--- src/rtl/video_timing_pkg.sv ---
// Shared 640x480@60 timing defaults, pattern encodings and colour helpers
// for the video timing generator.
package video_timing_pkg;

    localparam int CNT_W = 12;

    localparam int DEF_H_ACTIVE = 640;
    localparam int DEF_H_FP     = 16;
    localparam int DEF_H_SYNC   = 96;
    localparam int DEF_H_BP     = 48;
    localparam int DEF_V_ACTIVE = 480;
    localparam int DEF_V_FP     = 10;
    localparam int DEF_V_SYNC   = 2;
    localparam int DEF_V_BP     = 33;

    typedef enum logic [1:0] {
        PAT_BARS  = 2'd0,
        PAT_CHECK = 2'd1,
        PAT_GRAD  = 2'd2,
        PAT_SOLID = 2'd3
    } pattern_t;

    typedef struct packed {
        logic [7:0] r;
        logic [7:0] g;
        logic [7:0] b;
    } rgb_t;

    // Bar order white, yellow, cyan, green, magenta, red, blue, black maps
    // to r = ~idx[1], g = ~idx[2], b = ~idx[0].
    function automatic rgb_t bar_colour(input logic [2:0] idx);
        rgb_t c;
        c.r = {8{~idx[1]}};
        c.g = {8{~idx[2]}};
        c.b = {8{~idx[0]}};
        return c;
    endfunction

endpackage

--- src/rtl/video_pattern_gen.sv ---
// Combinational test-pattern colour generator: colour bars, checkerboard,
// gradient and solid blue, selected per frame by the timing generator.
module video_pattern_gen
    import video_timing_pkg::*;
#(
    parameter int H_ACTIVE = DEF_H_ACTIVE
) (
    input  logic [CNT_W-1:0] x,
    input  logic [7:0]       y,
    input  logic [7:0]       frame_cnt,
    input  pattern_t         pattern,
    output logic [7:0]       r,
    output logic [7:0]       g,
    output logic [7:0]       b
);

    localparam int BAR_W = (H_ACTIVE >= 8) ? H_ACTIVE / 8 : 1;

    logic [CNT_W-1:0] bar_full;
    logic [2:0]       bar_idx;
    rgb_t             bar;

    always_comb begin
        bar_full = x / CNT_W'(BAR_W);
        // Clamp so any remainder pixels past the eighth bar stay black
        bar_idx  = (bar_full > CNT_W'(7)) ? 3'd7 : bar_full[2:0];
        bar      = bar_colour(bar_idx);
        r = 8'h00;
        g = 8'h00;
        b = 8'h00;
        case (pattern)
            PAT_BARS: begin
                r = bar.r;
                g = bar.g;
                b = bar.b;
            end
            PAT_CHECK: begin
                if (!(x[5] ^ y[5])) begin
                    r = 8'hFF;
                    g = 8'hFF;
                    b = 8'hFF;
                end
            end
            PAT_GRAD: begin
                r = x[7:0];
                g = y;
                b = frame_cnt;
            end
            PAT_SOLID: begin
                b = 8'hFF;
            end
            default: begin
                r = 8'h00;
            end
        endcase
    end

endmodule

--- src/rtl/video_timing_gen.sv ---
// Raster timing generator: h/v counters, sync/DE decode and a registered
// output stage carrying sync, DE, coordinates and test-pattern pixels.
module video_timing_gen
    import video_timing_pkg::*;
#(
    parameter int H_ACTIVE = DEF_H_ACTIVE,
    parameter int H_FP     = DEF_H_FP,
    parameter int H_SYNC   = DEF_H_SYNC,
    parameter int H_BP     = DEF_H_BP,
    parameter int V_ACTIVE = DEF_V_ACTIVE,
    parameter int V_FP     = DEF_V_FP,
    parameter int V_SYNC   = DEF_V_SYNC,
    parameter int V_BP     = DEF_V_BP,
    parameter bit HS_POL   = 1'b0,
    parameter bit VS_POL   = 1'b0
) (
    input  logic             I_rgb_clk,
    input  logic             I_rst_n,
    input  logic [1:0]       I_pattern_sel,
    output logic             O_rgb_hs,
    output logic             O_rgb_vs,
    output logic             O_rgb_de,
    output logic [7:0]       O_rgb_r,
    output logic [7:0]       O_rgb_g,
    output logic [7:0]       O_rgb_b,
    output logic [CNT_W-1:0] O_x,
    output logic [CNT_W-1:0] O_y,
    output logic             O_frame_start
);

    localparam int H_TOTAL = H_ACTIVE + H_FP + H_SYNC + H_BP;
    localparam int V_TOTAL = V_ACTIVE + V_FP + V_SYNC + V_BP;

    localparam logic [CNT_W-1:0] H_LAST   = CNT_W'(H_TOTAL - 1);
    localparam logic [CNT_W-1:0] V_LAST   = CNT_W'(V_TOTAL - 1);
    localparam logic [CNT_W-1:0] H_ACT_C  = CNT_W'(H_ACTIVE);
    localparam logic [CNT_W-1:0] V_ACT_C  = CNT_W'(V_ACTIVE);
    localparam logic [CNT_W-1:0] HS_START = CNT_W'(H_ACTIVE + H_FP);
    localparam logic [CNT_W-1:0] HS_END   = CNT_W'(H_ACTIVE + H_FP + H_SYNC);
    localparam logic [CNT_W-1:0] VS_START = CNT_W'(V_ACTIVE + V_FP);
    localparam logic [CNT_W-1:0] VS_END   = CNT_W'(V_ACTIVE + V_FP + V_SYNC);

    logic [CNT_W-1:0] h_cnt;
    logic [CNT_W-1:0] v_cnt;
    logic [7:0]       frame_cnt;
    pattern_t         pattern_q;

    logic             h_last;
    logic             v_last;
    logic             first_pix_p0;
    logic             de_p0;
    logic             hs_p0;
    logic             vs_p0;
    pattern_t         pattern_p0;
    logic [CNT_W-1:0] x_p0;
    logic [CNT_W-1:0] y_p0;
    logic [7:0]       r_p0;
    logic [7:0]       g_p0;
    logic [7:0]       b_p0;

    // Stage p0: counter state and combinational decode
    always_ff @(posedge I_rgb_clk or negedge I_rst_n) begin
        if (!I_rst_n) begin
            h_cnt     <= '0;
            v_cnt     <= '0;
            frame_cnt <= 8'h00;
            pattern_q <= PAT_BARS;
        end else begin
            if (first_pix_p0)
                pattern_q <= pattern_t'(I_pattern_sel);
            if (h_last) begin
                h_cnt <= '0;
                if (v_last) begin
                    v_cnt     <= '0;
                    frame_cnt <= frame_cnt + 8'd1;
                end else begin
                    v_cnt <= v_cnt + CNT_W'(1);
                end
            end else begin
                h_cnt <= h_cnt + CNT_W'(1);
            end
        end
    end

    always_comb begin
        h_last       = (h_cnt == H_LAST);
        v_last       = (v_cnt == V_LAST);
        first_pix_p0 = (h_cnt == '0) && (v_cnt == '0);
        de_p0        = (h_cnt < H_ACT_C) && (v_cnt < V_ACT_C);
        hs_p0        = ((h_cnt >= HS_START) && (h_cnt < HS_END)) ? HS_POL : ~HS_POL;
        vs_p0        = ((v_cnt >= VS_START) && (v_cnt < VS_END)) ? VS_POL : ~VS_POL;
        // Pixel (0,0) already uses the newly sampled selection so the whole frame matches
        pattern_p0   = first_pix_p0 ? pattern_t'(I_pattern_sel) : pattern_q;
        x_p0         = de_p0 ? h_cnt : '0;
        y_p0         = de_p0 ? v_cnt : '0;
    end

    video_pattern_gen #(
        .H_ACTIVE (H_ACTIVE)
    ) u_pattern (
        .x         (x_p0),
        .y         (y_p0[7:0]),
        .frame_cnt (frame_cnt),
        .pattern   (pattern_p0),
        .r         (r_p0),
        .g         (g_p0),
        .b         (b_p0)
    );

    // Stage p1: registered outputs, all aligned one cycle after the counters
    always_ff @(posedge I_rgb_clk or negedge I_rst_n) begin
        if (!I_rst_n) begin
            O_rgb_hs      <= ~HS_POL;
            O_rgb_vs      <= ~VS_POL;
            O_rgb_de      <= 1'b0;
            O_rgb_r       <= 8'h00;
            O_rgb_g       <= 8'h00;
            O_rgb_b       <= 8'h00;
            O_x           <= '0;
            O_y           <= '0;
            O_frame_start <= 1'b0;
        end else begin
            O_rgb_hs      <= hs_p0;
            O_rgb_vs      <= vs_p0;
            O_rgb_de      <= de_p0;
            O_rgb_r       <= de_p0 ? r_p0 : 8'h00;
            O_rgb_g       <= de_p0 ? g_p0 : 8'h00;
            O_rgb_b       <= de_p0 ? b_p0 : 8'h00;
            O_x           <= x_p0;
            O_y           <= y_p0;
            O_frame_start <= first_pix_p0;
        end
    end

endmodule
--- config.mk ---
export PLATFORM = sky130hd
export DESIGN_NAME = video_timing_gen
export DESIGN_NICKNAME = d
export VERILOG_FILES = /design/src/rtl/video_timing_pkg.sv /design/src/rtl/video_pattern_gen.sv /design/src/rtl/video_timing_gen.sv
export SDC_FILE = /design/constraint.sdc
export NUM_CORES = 1
export LEC_CHECK = 0
export CAP_MARGIN = 10
export CORE_MARGIN = 2
export CORE_UTILIZATION = 49
export CTS_CLUSTER_SIZE = 28
export DETAILED_ROUTE_END_ITERATION = 8
export PLACE_DENSITY = 0.78
export SLEW_MARGIN = 20
export SYNTH_ARGS = -nofsm -noshare
export SYNTH_HDL_FRONTEND = slang
export SYNTH_SLANG_ARGS = --single-unit
--- constraint.sdc ---
create_clock -name I_rgb_clk -period 3.55 [get_ports I_rgb_clk]
set_input_delay 0.71 -clock I_rgb_clk [delete_from_list [all_inputs] [get_ports I_rgb_clk]]
set_output_delay 0.71 -clock I_rgb_clk [all_outputs]
set_load 0.03 [all_outputs]
==> results by group, run 1 <==
Setup path
  • Critical Path Source Type: register
  • R2R Setup Slk: 0.80 ns
  • Critical Path Sink Type: register
  • R2r worst-path depth: 6
  • Worst EP required: 3.80 ns
  • Maximum fanout along the worst path: 18
  • Critical R2R Capture: O_rgb_b[0]$_DFF_PN0_
  • Arr. time, crit path: 3.00 ns
  • Critical R2R Launch: v_cnt[10]$_DFFE_PN0N_
  • Kind of critical path: register to register
  • Critical Path Source: v_cnt[10]$_DFFE_PN0N_

STA
  • Final Critical Period: 2.749 ns
  • Max-slew violations: 0
  • Slew HR: 51.26%
  • Worst Tran Pin Value: 0.7311 ns
  • Final setup fails: 0
  • Fmax: 0.3638 GHz
  • Worst Skew: 0.01099 ns
  • RSZ-0062 raised after global routing: false
  • Period utilisation layout: 77.44%
  • Final worst slack: 0.8009 ns
  • TNS Setup: 0 ns
  • Final hold vios: 0

Floorplan
  • Die H: 92.67 um
  • Die ar.: 8588 um2
  • Starting density of the core: 50.11%
  • Rows: 32
  • Die Span X: 92.67 um
  • Core footprint: 7687 um2
  • # IOs: 56

Synth
  • Asr flop ratio synth: 100.0%
  • Post-synth top area cell: dfrtp_1
  • Syn Inst Count: 355
  • Synth top area share: 54.56%
  • Sequential area share after synthesis: 55.93%
  • Top cells by area, synth: dfrtp_1 (55%), xnor2_1 (3.4%), o211ai_1 (3.3%)
  • Main flop type after synthesis: dfrtp_1
  • Post-synth EDFFs: 0
  • Syn avg cell area: 10.85 um2
  • Ys Warns: 0
  • Post-Syn Area: 3852 um2
  • Seq cells post-synth: 86
  • Netlist cell types: 54

Final layout
  • Ant diodes: 0
  • Most common cell after layout, fill and taps aside: dfrtp_1
  • Register Area: 2155 um2
  • Area growth, synth to finish: 20.98%
  • Most frequent cells in the layout: dfrtp_1 (84), clkdlybuf4s50_1 (54), nor2_1 (24), a21oi_1 (19), nand2_1 (18)
  • Area of the multi-input gates: 1560 um2
  • Final net count: 414
  • Layout cells sized above 1: 9.024%
  • Post-route cell area: 4661 um2
  • # fillers: 633

Route
  • Post-route ant nets: 0
  • # DRC: 0
  • Vias per cell: 5.586
  • Total number of vias: 2860
  • Avg WL per Cell: 15.72 um
  • Routed wire length: 8050 um
  • DR iter-0 viols: 245
  • First-pass DRT Iterations: 5

Clock network
  • CTS tree: done
  • Clock-pin slew on the worst setup and hold paths: 0.09 ns
  • Clock Tree Buf Depth: 2
  • CTS Buf Count: 9
  • Hold buffer count at cts: 0
  • Post-CTS Setup Bufs: 0
  • # H-tree levels: 3
  • Clk sinks: 86
  • Post-cts sizing count: 0
  • Clk Latency, worst-skew pair: 0.35 ns
  • CTS root buffer: clkbuf_8

Power and ir drop
  • P_leak: 2.028 nW
  • Switching pwr: 440.4 uW
  • Sequential Power Share: 54.9%
  • Clock share of power: 37.6%
  • Switching part of the total: 23.98%
  • Power, Total: 1.837 mW
  • Logic pwr share: 7.6%
  • Pwr Density: 394.1 nW/um2
  • Worst vdd ir: 0.2106 mV
  • Internal power: 1.396 mW

Status
  • Outcome: finished, final reports clean

Placed design
  • Placer Congestion: 0.8381
  • Port bufs: 55
  • DP Worst Slack: 0.8809 ns
  • DP HPWL: 5799 um
  • Post-DP Area: 4451 um2

Global route
  • Global route overflow: 0
  • Vias in the first global route: 2682
  • GRT Util Overall: 20.15%
  • First-pass GRT wire length: 13460 um
  • Initial antenna violation count: 0
  • Largest net degree at the start of global routing: 87

Min path
  • Worst hold path class: primary input to asynchronous set/reset pin

Flow run
  • Max_cap viols: 0
power groups by stage:
stage | Clock [mW] | Sequential, mW | Combinational [mW]
2_1_floorplan | 0 | 1.07 | 0.0274
3_3_place_gp | 0 | 1.03 | 0.137
3_5_place_dp | 0 | 1.03 | 0.140
4_1_cts | 0.709 | 1.01 | 0.140
5_1_grt | 0.745 | 1.01 | 0.150
6_report | 0.690 | 1.01 | 0.139
cells by family after synthesis:
logic type,synth area share [%]
DFF,55.93
other,0.09734
adders and majority gates,1.884
and+or+nand+nor,19.78
buffers and inverters,3.962
AOI/OAI and AO/OA,11.73
xor gates and xnor gates,5.457
muxes,1.169
synthesized netlist by cell type (all sizes together), types with 2 or more instances:
library cell	count
nor2b	5
a221oi	2
o21ai	7
nand3	11
nor4	8
nand2b	4
xor2	9
o211ai	17
ha	5
buf	15
dfstp	2
clkbuf	9
nor2	25
a31oi	12
xnor2	15
and4	2
inv	7
nand2	18
nor4b	3
nand4	12
nor3	16
dfrtp	84
mux2	4
or4	3
and3	17
a21oi	19
or3	4
state kept, by name, indices dropped and copies added (netlist names), 8 cells and up:
name,count
O_x,12
v_cnt,12
O_y,12
O_rgb_r,8
h_cnt,12
O_rgb_g,8
frame_cnt,8
O_rgb_b,8
stage by stage:
step	utilization, %	hold slack [ns]	cells
final	60.63	0.4026	512
after global routing	60.63	0.4655	512
after CTS	60.58	0.5011	512
after detailed placement	57.89	0.4856	496
after global placement	57.89	0.4743	496
after floorplan	-	0.4144	359
cell type report:
class | instances | share of cell area, %
multi-input cells | 241 | 33.48
clock buffers | 10 | 2.953
repair buffers | 59 | 12.48
well taps | 102 | 2.738
flip-flops and latches | 86 | 46.23
clock inverters | 6 | 1.477
inverters | 8 | 0.6443
routing by layer:
layer | up-vias | track usage (%) | part of all wire [%]
li1 | 1377 | - | -
met1 | 1358 | 29.26 | 46
met2 | 106 | 29.87 | 46
met3 | 19 | 3.662 | 5.9
met4 | 0 | 8.701 | 2.6
met5 | - | 0 | 0
critical path: stages, from the launching register on:
cell	delay (ns)
dfrtp_1	0.45
nor3_1	0.36
and4b_1	0.59
nand2_1	0.32
clkinv_1	0.35
nand2_1	0.29
nor3_1	0.27
worst max-delay path by stage:
stage / end / cells past startpoint
floorplan: frame_cnt[1]$_DFFE_PN0P_ / 7
global placement: frame_cnt[1]$_DFFE_PN0P_ / 6
detailed placement: O_rgb_b[0]$_DFF_PN0_ / 6
CTS: O_rgb_b[0]$_DFF_PN0_ / 6
global route: O_rgb_b[3]$_DFF_PN0_ / 6
finish: O_rgb_b[0]$_DFF_PN0_ / 6
Power figures use the tool's default switching activity.
==> run 2: changes to the inputs <==
--- a/config.mk
+++ b/config.mk
@@ -10,7 +10,7 @@
 export CORE_UTILIZATION = 49
 export CTS_CLUSTER_SIZE = 28
 export DETAILED_ROUTE_END_ITERATION = 8
-export PLACE_DENSITY = 0.78
+export PLACE_DENSITY = 0.81
 export SLEW_MARGIN = 20
 export SYNTH_ARGS = -nofsm -noshare
 export SYNTH_HDL_FRONTEND = slang
==> constraint.sdc (replaced) <==
create_clock -name I_rgb_clk -period 2.4 [get_ports I_rgb_clk]
set_input_delay 0.48 -clock I_rgb_clk [delete_from_list [all_inputs] [get_ports I_rgb_clk]]
set_output_delay 0.48 -clock I_rgb_clk [all_outputs]
set_load 0.03 [all_outputs]
==> run 2 against run 1 <==
Against the previous run: core utilization increased by 3.2 points; non-clock buffer count rose by 30; register-to-register slack got worse by 0.63 ns; die area stayed put; largest cell class unchanged.
==> results by group, run 2 (synthesis gave the netlist of run 1 again) <==
Final layout
  • Layout cells sized above 1: 16.59% (+7.6 points)
  • # fillers: 655 (+3.5%)
  • Register Area: 2155 um2 (unchanged)
  • Final net count: 444 (+7.2%)
  • Ant diodes: 0 (unchanged)
  • Most common cell after layout, fill and taps aside: dfrtp_1
  • Area of the multi-input gates: 1582 um2 (+1.4%)
  • Most frequent cells in the layout: dfrtp_1 (84), clkdlybuf4s50_1 (54), buf_4 (33), nor2_1 (24), a21oi_1 (19)
  • Area growth, synth to finish: 27.35%
  • Fin util: 63.82% (+3.2 points)

Route
  • Routed wire length: 8924 um (+11%)
  • Post-route ant nets: 0 (unchanged)
  • DR iter-0 viols: 285 (+16%)
  • Avg WL per Cell: 16.46 um (+4.7%)
  • # DRC: 0 (unchanged)
  • First-pass DRT Iterations: 5 (unchanged)
  • Total number of vias: 3135 (+9.6%)
  • Vias per cell: 5.784 (+3.5%)

Global route
  • Met1 Use GR: 30.96% (+1.7 points)
  • First-pass GRT wire length: 14720 um (+9.4%)
  • Grt met2 use: 34.00% (+4.1 points)
  • Initial antenna violation count: 0 (unchanged)
  • Global route overflow: 0 (unchanged)
  • GRT Util Overall: 22.04% (+1.9 points)
  • Largest net degree at the start of global routing: 47 (-46%)
  • Global routing usage on met3: 4.638% (+0.98 points)
  • GR peak layer: met2
  • Vias in the first global route: 2942 (+9.7%)

Power and ir drop
  • Clock share of power: 36.1% (-1.5 points)
  • Pwr Density: 543.2 nW/um2 (+38%)
  • Switching part of the total: 25.08% (+1.1 points)
  • Worst vdd ir: 0.3247 mV (+54%)
  • Logic pwr share: 8.0% (+0.4 points)
  • Internal power: 1.997 mW (+43%)
  • Switching pwr: 668.4 uW (+52%)
  • Sequential Power Share: 55.9% (+1.0 points)
  • Power, Total: 2.665 mW (+45%)
  • P_leak: 2.177 nW (+7.3%)

STA
  • Hold WS: 0.09455 ns (-0.3081 ns)
  • Slew HR: 50.87% (-0.39 points)
  • Final worst slack: 0.1719 ns (-0.6290 ns)
  • Worst Tran Pin Value: 0.7326 ns (+0.001511 ns)
  • Final hold vios: 0 (unchanged)
  • Fmax: 0.4488 GHz (+23%)
  • Period utilisation layout: 92.84% (+15 points)
  • Final Critical Period: 2.228 ns (-0.5210 ns)
  • Max-slew violations: 0 (unchanged)
  • RSZ-0062 raised after global routing: false
  • Final setup fails: 0 (unchanged)
  • Worst Skew: 0.009128 ns (-0.001866 ns)

Clock network
  • Clock Tree Buf Depth: 2 (unchanged)
  • CTS root buffer: clkbuf_8
  • # H-tree levels: 3 (unchanged)
  • CTS tree: done
  • Clk sinks: 86 (unchanged)
  • Clk Latency, worst-skew pair: 0.35 ns (about the same)
  • CTS Buf Count: 9 (unchanged)
  • Clock-pin slew on the worst setup and hold paths: 0.09 ns (about the same)

Setup path
  • Maximum fanout along the worst path: 8 (-10)
  • Critical Path Sink Type: register
  • Arr. time, crit path: 2.46 ns (-0.54 ns)
  • Kind of critical path: register to register
  • Worst EP required: 2.63 ns (-1.17 ns)
  • Critical Path Source Type: register

Floorplan
  • Die Span X: 92.67 um (unchanged)
  • Core footprint: 7687 um2 (unchanged)
  • Rows: 32 (unchanged)
  • Starting density of the core: 50.11% (unchanged)
  • Die ar.: 8588 um2 (unchanged)
  • Die H: 92.67 um (unchanged)
  • # IOs: 56 (unchanged)

Placed design
  • DP Worst Slack: -0.1122 ns (-0.9930 ns)
  • Port bufs: 55 (unchanged)
  • DP HPWL: 6316 um (+8.9%)
  • Placer Congestion: 0.9504 (+13%)

Flow run
  • Max_cap viols: 0 (unchanged)

Min path
  • Worst hold path class: primary input to asynchronous set/reset pin

Status
  • Outcome: finished, final reports clean
==> run 2: critical path, stage by stage (launching register included) <==
cell,delay [ns]
dfrtp_1,0.39
inv_1,0.10
ha_1,0.19
or4b_4,0.50
nor2_2,0.16
buf_4,0.16
nand3_1,0.29
a21oi_1,0.26
nor3_1,0.07
==> run 2: power by group through the flow <==
stage / clock (mW) / sequential (mW) / combinational (mW)
after floorplan: 0 / 1.58 / 0.0405
after global placement: 0 / 1.52 / 0.209
after detailed placement: 0 / 1.52 / 0.213
after CTS: 0.977 / 1.49 / 0.214
after global routing: 1.04 / 1.49 / 0.230
final: 0.963 / 1.49 / 0.213
==> run 2: cell type report <==
class	count	share of cell area, %
Clock buffer	11	3.086
Clock inverter	5	0.8416
Inverter	8	0.6121
Multi-Input combinational cell	241	32.24
Sequential cell	86	43.92
Tap cell	102	2.601
Timing Repair Buffer	89	16.70
==> run 2: final timing paths <==
| kind | slack [ns] | depth (start not counted) | from | end |
|---|---|---|---|---|
| setup / recovery | 0.17 | 8 | v_cnt[0]$_DFFE_PN0N_ | O_rgb_b[6]$_DFF_PN0_ |
| hold / removal | 0.09 | 1 | I_rst_n | O_rgb_r[4]$_DFF_PN0_ |
| setup reg to reg | 0.17 | 8 | v_cnt[0]$_DFFE_PN0N_ | O_rgb_b[6]$_DFF_PN0_ |
| max in group asynchronous | 1.64 | 2 | I_rst_n | O_rgb_vs$_DFF_PN1_ |
| hold reg to reg | 0.50 | 1 | frame_cnt[7]$_DFFE_PN0P_ | frame_cnt[7]$_DFFE_PN0P_ |
| min in group I_rgb_clk | 0.50 | 1 | frame_cnt[7]$_DFFE_PN0P_ | frame_cnt[7]$_DFFE_PN0P_ |
==> run 2: layer usage <==
layer  up-vias  part of all wire [%]
met3        17                   6.2
met5         -                     0
met4         0                   2.1
met1      1553                    45
li1       1443                     -
met2       122                    47
==> run 2: metrics by stage <==
| stage | cell area [um2] | std cells | TNS [ns] |
|---|---|---|---|
| 6_report | 4906 | 542 | 0 |
| 5_1_grt | 4906 | 542 | 0 |
| 4_1_cts | 4883 | 541 | 0 |
| 3_5_place_dp | 4681 | 525 | -1.277 |
| 3_3_place_gp | 4681 | 525 | 0 |
| 2_1_floorplan | 3867 | 359 | 0 |
==> run 2: what timing repair did <==
item                                    CTS  global route
gates resized for setup                   2             5
pin swaps                                 0             1
hold endpoints to repair                  0             0
hold buffers                              0             0
setup buffers                             0             1
endpoints found under the setup margin   17            21
==> run 3: changes to the inputs <==
--- a/config.mk
+++ b/config.mk
@@ -5,6 +5,8 @@
 export SDC_FILE = /design/constraint.sdc
 export NUM_CORES = 1
 export LEC_CHECK = 0
+export ABC_AREA = 1
+export ABC_CLOCK_PERIOD_IN_PS = 2400
 export CAP_MARGIN = 10
 export CORE_MARGIN = 2
 export CORE_UTILIZATION = 49
==> run 3 against run 2 <==
Against the previous run: core utilization is 0.28 points higher; via count down 0.99%; highest routed layer unchanged; critical endpoint is now O_rgb_g[0]$_DFF_PN0_; largest power group unchanged; combinational power barely moved; routed wire length shrank 3.8%; die area rose by 0.18%; critical path type unchanged; sequential power about the same; flip-flop and latch count did not move; critical path depth grew 4; register-to-register slack got worse by 0.03 ns.
==> results by group, run 3 <==
Synth
  • Syn avg cell area: 9.650 um2 (-11%)
  • Syn Inst Count: 400 (+13%)
  • Asr flop ratio synth: 100.0% (unchanged)
  • Ys Warns: 0 (unchanged)
  • Synth top area share: 54.46% (-0.11 points)
  • Most common cell in the netlist: dfrtp_1
  • Sequential area share after synthesis: 55.82% (-0.11 points)
  • Post-synth top area cell: dfrtp_1
  • Main flop type after synthesis: dfrtp_1
  • Netlist cell types: 42 (-22%)
  • Post-Syn Area: 3860 um2 (+0.19%)
  • Seq cells post-synth: 86 (unchanged)
  • Post-synth top cells: dfrtp_1 (84), nand2_1 (42), nor2_1 (41)
  • Post-synth EDFFs: 0 (unchanged)
  • Top cells by area, synth: dfrtp_1 (54%), a21oi_1 (4.5%), nand2_1 (4.1%)

Final layout
  • Most common cell after layout, fill and taps aside: dfrtp_1
  • Layout Cells excl Fill: 586 (+8.1%)
  • Layout cells sized above 1: 20.45% (+3.9 points)
  • Area growth, synth to finish: 27.65%
  • Fin util: 64.10% (+0.28 points)
  • Ant diodes: 0 (unchanged)
  • Final net count: 488 (+9.9%)
  • Most frequent cells in the layout: dfrtp_1 (79), clkdlybuf4s50_1 (54), nand2_1 (42), nor2_1 (40), inv_1 (38)

Clock network
  • CTS Buf Count: 9 (unchanged)
  • Clk Latency, worst-skew pair: 0.36 ns (about the same)
  • # H-tree levels: 3 (unchanged)
  • Clock-pin slew on the worst setup and hold paths: 0.09 ns (about the same)
  • Clk sinks: 86 (unchanged)
  • Clock Tree Buf Depth: 2 (unchanged)
  • CTS tree: done
  • CTS root buffer: clkbuf_8

Floorplan
  • Rows: 32 (unchanged)
  • Die ar.: 8603 um2 (+0.18%)
  • Die Span X: 92.76 um (about the same)
  • Core footprint: 7687 um2 (unchanged)
  • Starting density of the core: 50.21% (+0.098 points)
  • # IOs: 56 (unchanged)
  • Die H: 92.76 um (about the same)

Route
  • Post-route ant nets: 0 (unchanged)
  • Avg WL per Cell: 14.65 um (-11%)
  • Total number of vias: 3104 (-0.99%)
  • Vias per cell: 5.297 (-8.4%)
  • # DRC: 0 (unchanged)
  • First-pass DRT Iterations: 5 (unchanged)
  • Routed wire length: 8584 um (-3.8%)
  • DR iter-0 viols: 177 (-38%)

Min path
  • Worst hold path class: primary input to asynchronous set/reset pin

STA
  • Fmax: 0.4434 GHz (-1.2%)
  • Max-slew violations: 0 (unchanged)
  • Final setup fails: 0 (unchanged)
  • Final hold vios: 0 (unchanged)
  • Final worst slack: 0.1448 ns (-0.02707 ns)
  • Final Critical Period: 2.255 ns (+0.02707 ns)
  • Worst Skew: 0.007270 ns (-0.001857 ns)
  • Period utilisation layout: 93.97% (+1.1 points)

Placed design
  • Port bufs: 55 (unchanged)
  • Placed Instances: 563 (+7.2%)
  • DP Worst Slack: 0.1135 ns (+0.2257 ns)
  • Placer Congestion: 0.9099 (-4.3%)
  • DP HPWL: 6043 um (-4.3%)

Setup path
  • Critical R2R Capture: O_rgb_g[0]$_DFF_PN0_
  • R2R Setup Slk: 0.14 ns (-0.03 ns)
  • Worst EP required: 2.65 ns (+0.02 ns)
  • Max incr delay on CP: 0.45 ns (-0.05 ns)
  • Kind of critical path: register to register
  • Buffers & Inverters on Critical Path: 3 (+1)
  • Critical Path Sink Type: register
  • Top delay family on crit path: simple AND/OR/NAND/NOR gates
  • Critical Path Source Type: register
  • R2r worst-path depth: 12 (+4)
  • Crit path top cell by count: nor2_4
  • Arr. time, crit path: 2.51 ns (+0.05 ns)
  • Crit-path slowest cell: dfrtp_2
  • Maximum fanout along the worst path: 24 (+16)
  • Cell Chain, Critical Path: nor2_4 > buf_4 > nand3_1 > nor3_2 > a21oi_1 > nor2_2 > inv_2 > nand2_4 > nor2_4 > buf_12 > a211oi_1 > nor2_1
  • Critical R2R Launch: h_cnt[10]$_DFF_PN0_

Global route
  • Largest net degree at the start of global routing: 87 (+85%)
  • Vias in the first global route: 2817 (-4.2%)
  • First-pass GRT wire length: 13450 um (-8.6%)
  • Global route overflow: 0 (unchanged)
  • GRT Util Overall: 20.32% (-1.7 points)
  • Initial antenna violation count: 0 (unchanged)

Power and ir drop
  • P_leak: 2.311 nW (+6.2%)
  • Pwr Density: 556.2 nW/um2 (+2.4%)
  • Worst vdd ir: 0.2792 mV (-14%)

Flow run
  • Max_cap viols: 0 (unchanged)

Status
  • Outcome: finished, final reports clean
## run 3: changes by cell type after synthesis, sizes merged, moves of 7 or more
cell | previous run | this run
a211oi | 1 | 9
a21oi | 19 | 35
a31oi | 12 | 1
and3 | 17 | 0
buf | 15 | 8
clkbuf | 9 | 1
inv | 7 | 52
nand2 | 18 | 52
nand3 | 11 | 18
nor2 | 25 | 60
o211ai | 17 | 1
o21ai | 7 | 16
xnor2 | 15 | 2
## run 3: through the flow
step	cell area [um2]	hold slack (ns)	TNS (ns)	total power, mW
after floorplan	3875	0.1844	0	1.623
after global placement	4608	0.4402	0	1.726
after detailed placement	4608	0.4628	0	1.730
after CTS	4813	0.1486	0	2.754
after global routing	4927	0.1624	-0.01012	2.840
final	4927	0.1357	0	2.741
## run 3: cell type report
class / count / area, um2
timing repair buffer: 73 / 708.2
multi-input combinational: 256 / 1526
clock buffer: 9 / 123.9
inverter: 53 / 198.9
clock inverter: 7 / 81.33
tap: 102 / 127.6
sequential: 86 / 2161
fill: 596 / 2760
## run 3: where the power goes
group          total, mW  switching, mW  internal (mW)
clock               1.04          0.547          0.493
sequential          1.49        0.00852           1.48
combinational      0.214          0.135         0.0794
## run 3: worst max path at each step
stage | start | end | slack (ns) | cells past startpoint
final | h_cnt[10]$_DFF_PN0_ | O_rgb_g[0]$_DFF_PN0_ | 0.14 | 12
after global routing | h_cnt[10]$_DFF_PN0_ | O_rgb_r[1]$_DFF_PN0_ | -0.008 | 12
after CTS | v_cnt[0]$_DFFE_PN0N_ | O_rgb_r[1]$_DFF_PN0_ | 0.1 | 10
after detailed placement | v_cnt[0]$_DFFE_PN0N_ | O_rgb_r[1]$_DFF_PN0_ | 0.11 | 10
after global placement | v_cnt[0]$_DFFE_PN0N_ | O_rgb_b[3]$_DFF_PN0_ | 0.20 | 12
after floorplan | v_cnt[0]$_DFFE_PN0N_ | O_rgb_g[3]$_DFF_PN0_ | 0.42 | 12
## run 3: repair_timing
| action | in CTS | in global routing |
|---|---|---|
| setup buffers | 0 | 7 |
| gates resized for setup | 0 | 17 |
| endpoints found under the setup margin | 0 | 24 |
| hold buffers | 0 | 0 |
## run 3: metal layers
layer / GRT usage, % / vias to the layer above / share of wire [%]
li1: - / 1457 / -
met1: 27.59 / 1476 / 43
met2: 31.75 / 150 / 48
met3: 4.150 / 21 / 6.7
met4: 9.069 / 0 / 2.5
met5: 0 / - / 0
## run 3: kinds of logic (layout without fill, tap and decap cells)
group	after synthesis	in the layout	synth area share [%]
AND/OR/NAND/NOR	167	167	23.34
flip-flops	86	86	55.82
AO/OA/AOI/OAI	65	65	9.465
buffers and inverters	62	142	6.450
XOR/XNOR	13	13	2.950
adder cells (fa/ha/maj)	5	5	1.621
other	1	5	0.09715
multiplexers	1	1	0.2593
## run 3: worst register-to-register path, delay by kind of cell (launching register included)
family / cells / cell delay [ns]
buffers and inverters: 3 / 0.40
DFF: 1 / 0.45
AOI/OAI and AO/OA: 2 / 0.34
and+or+nand+nor: 7 / 0.96
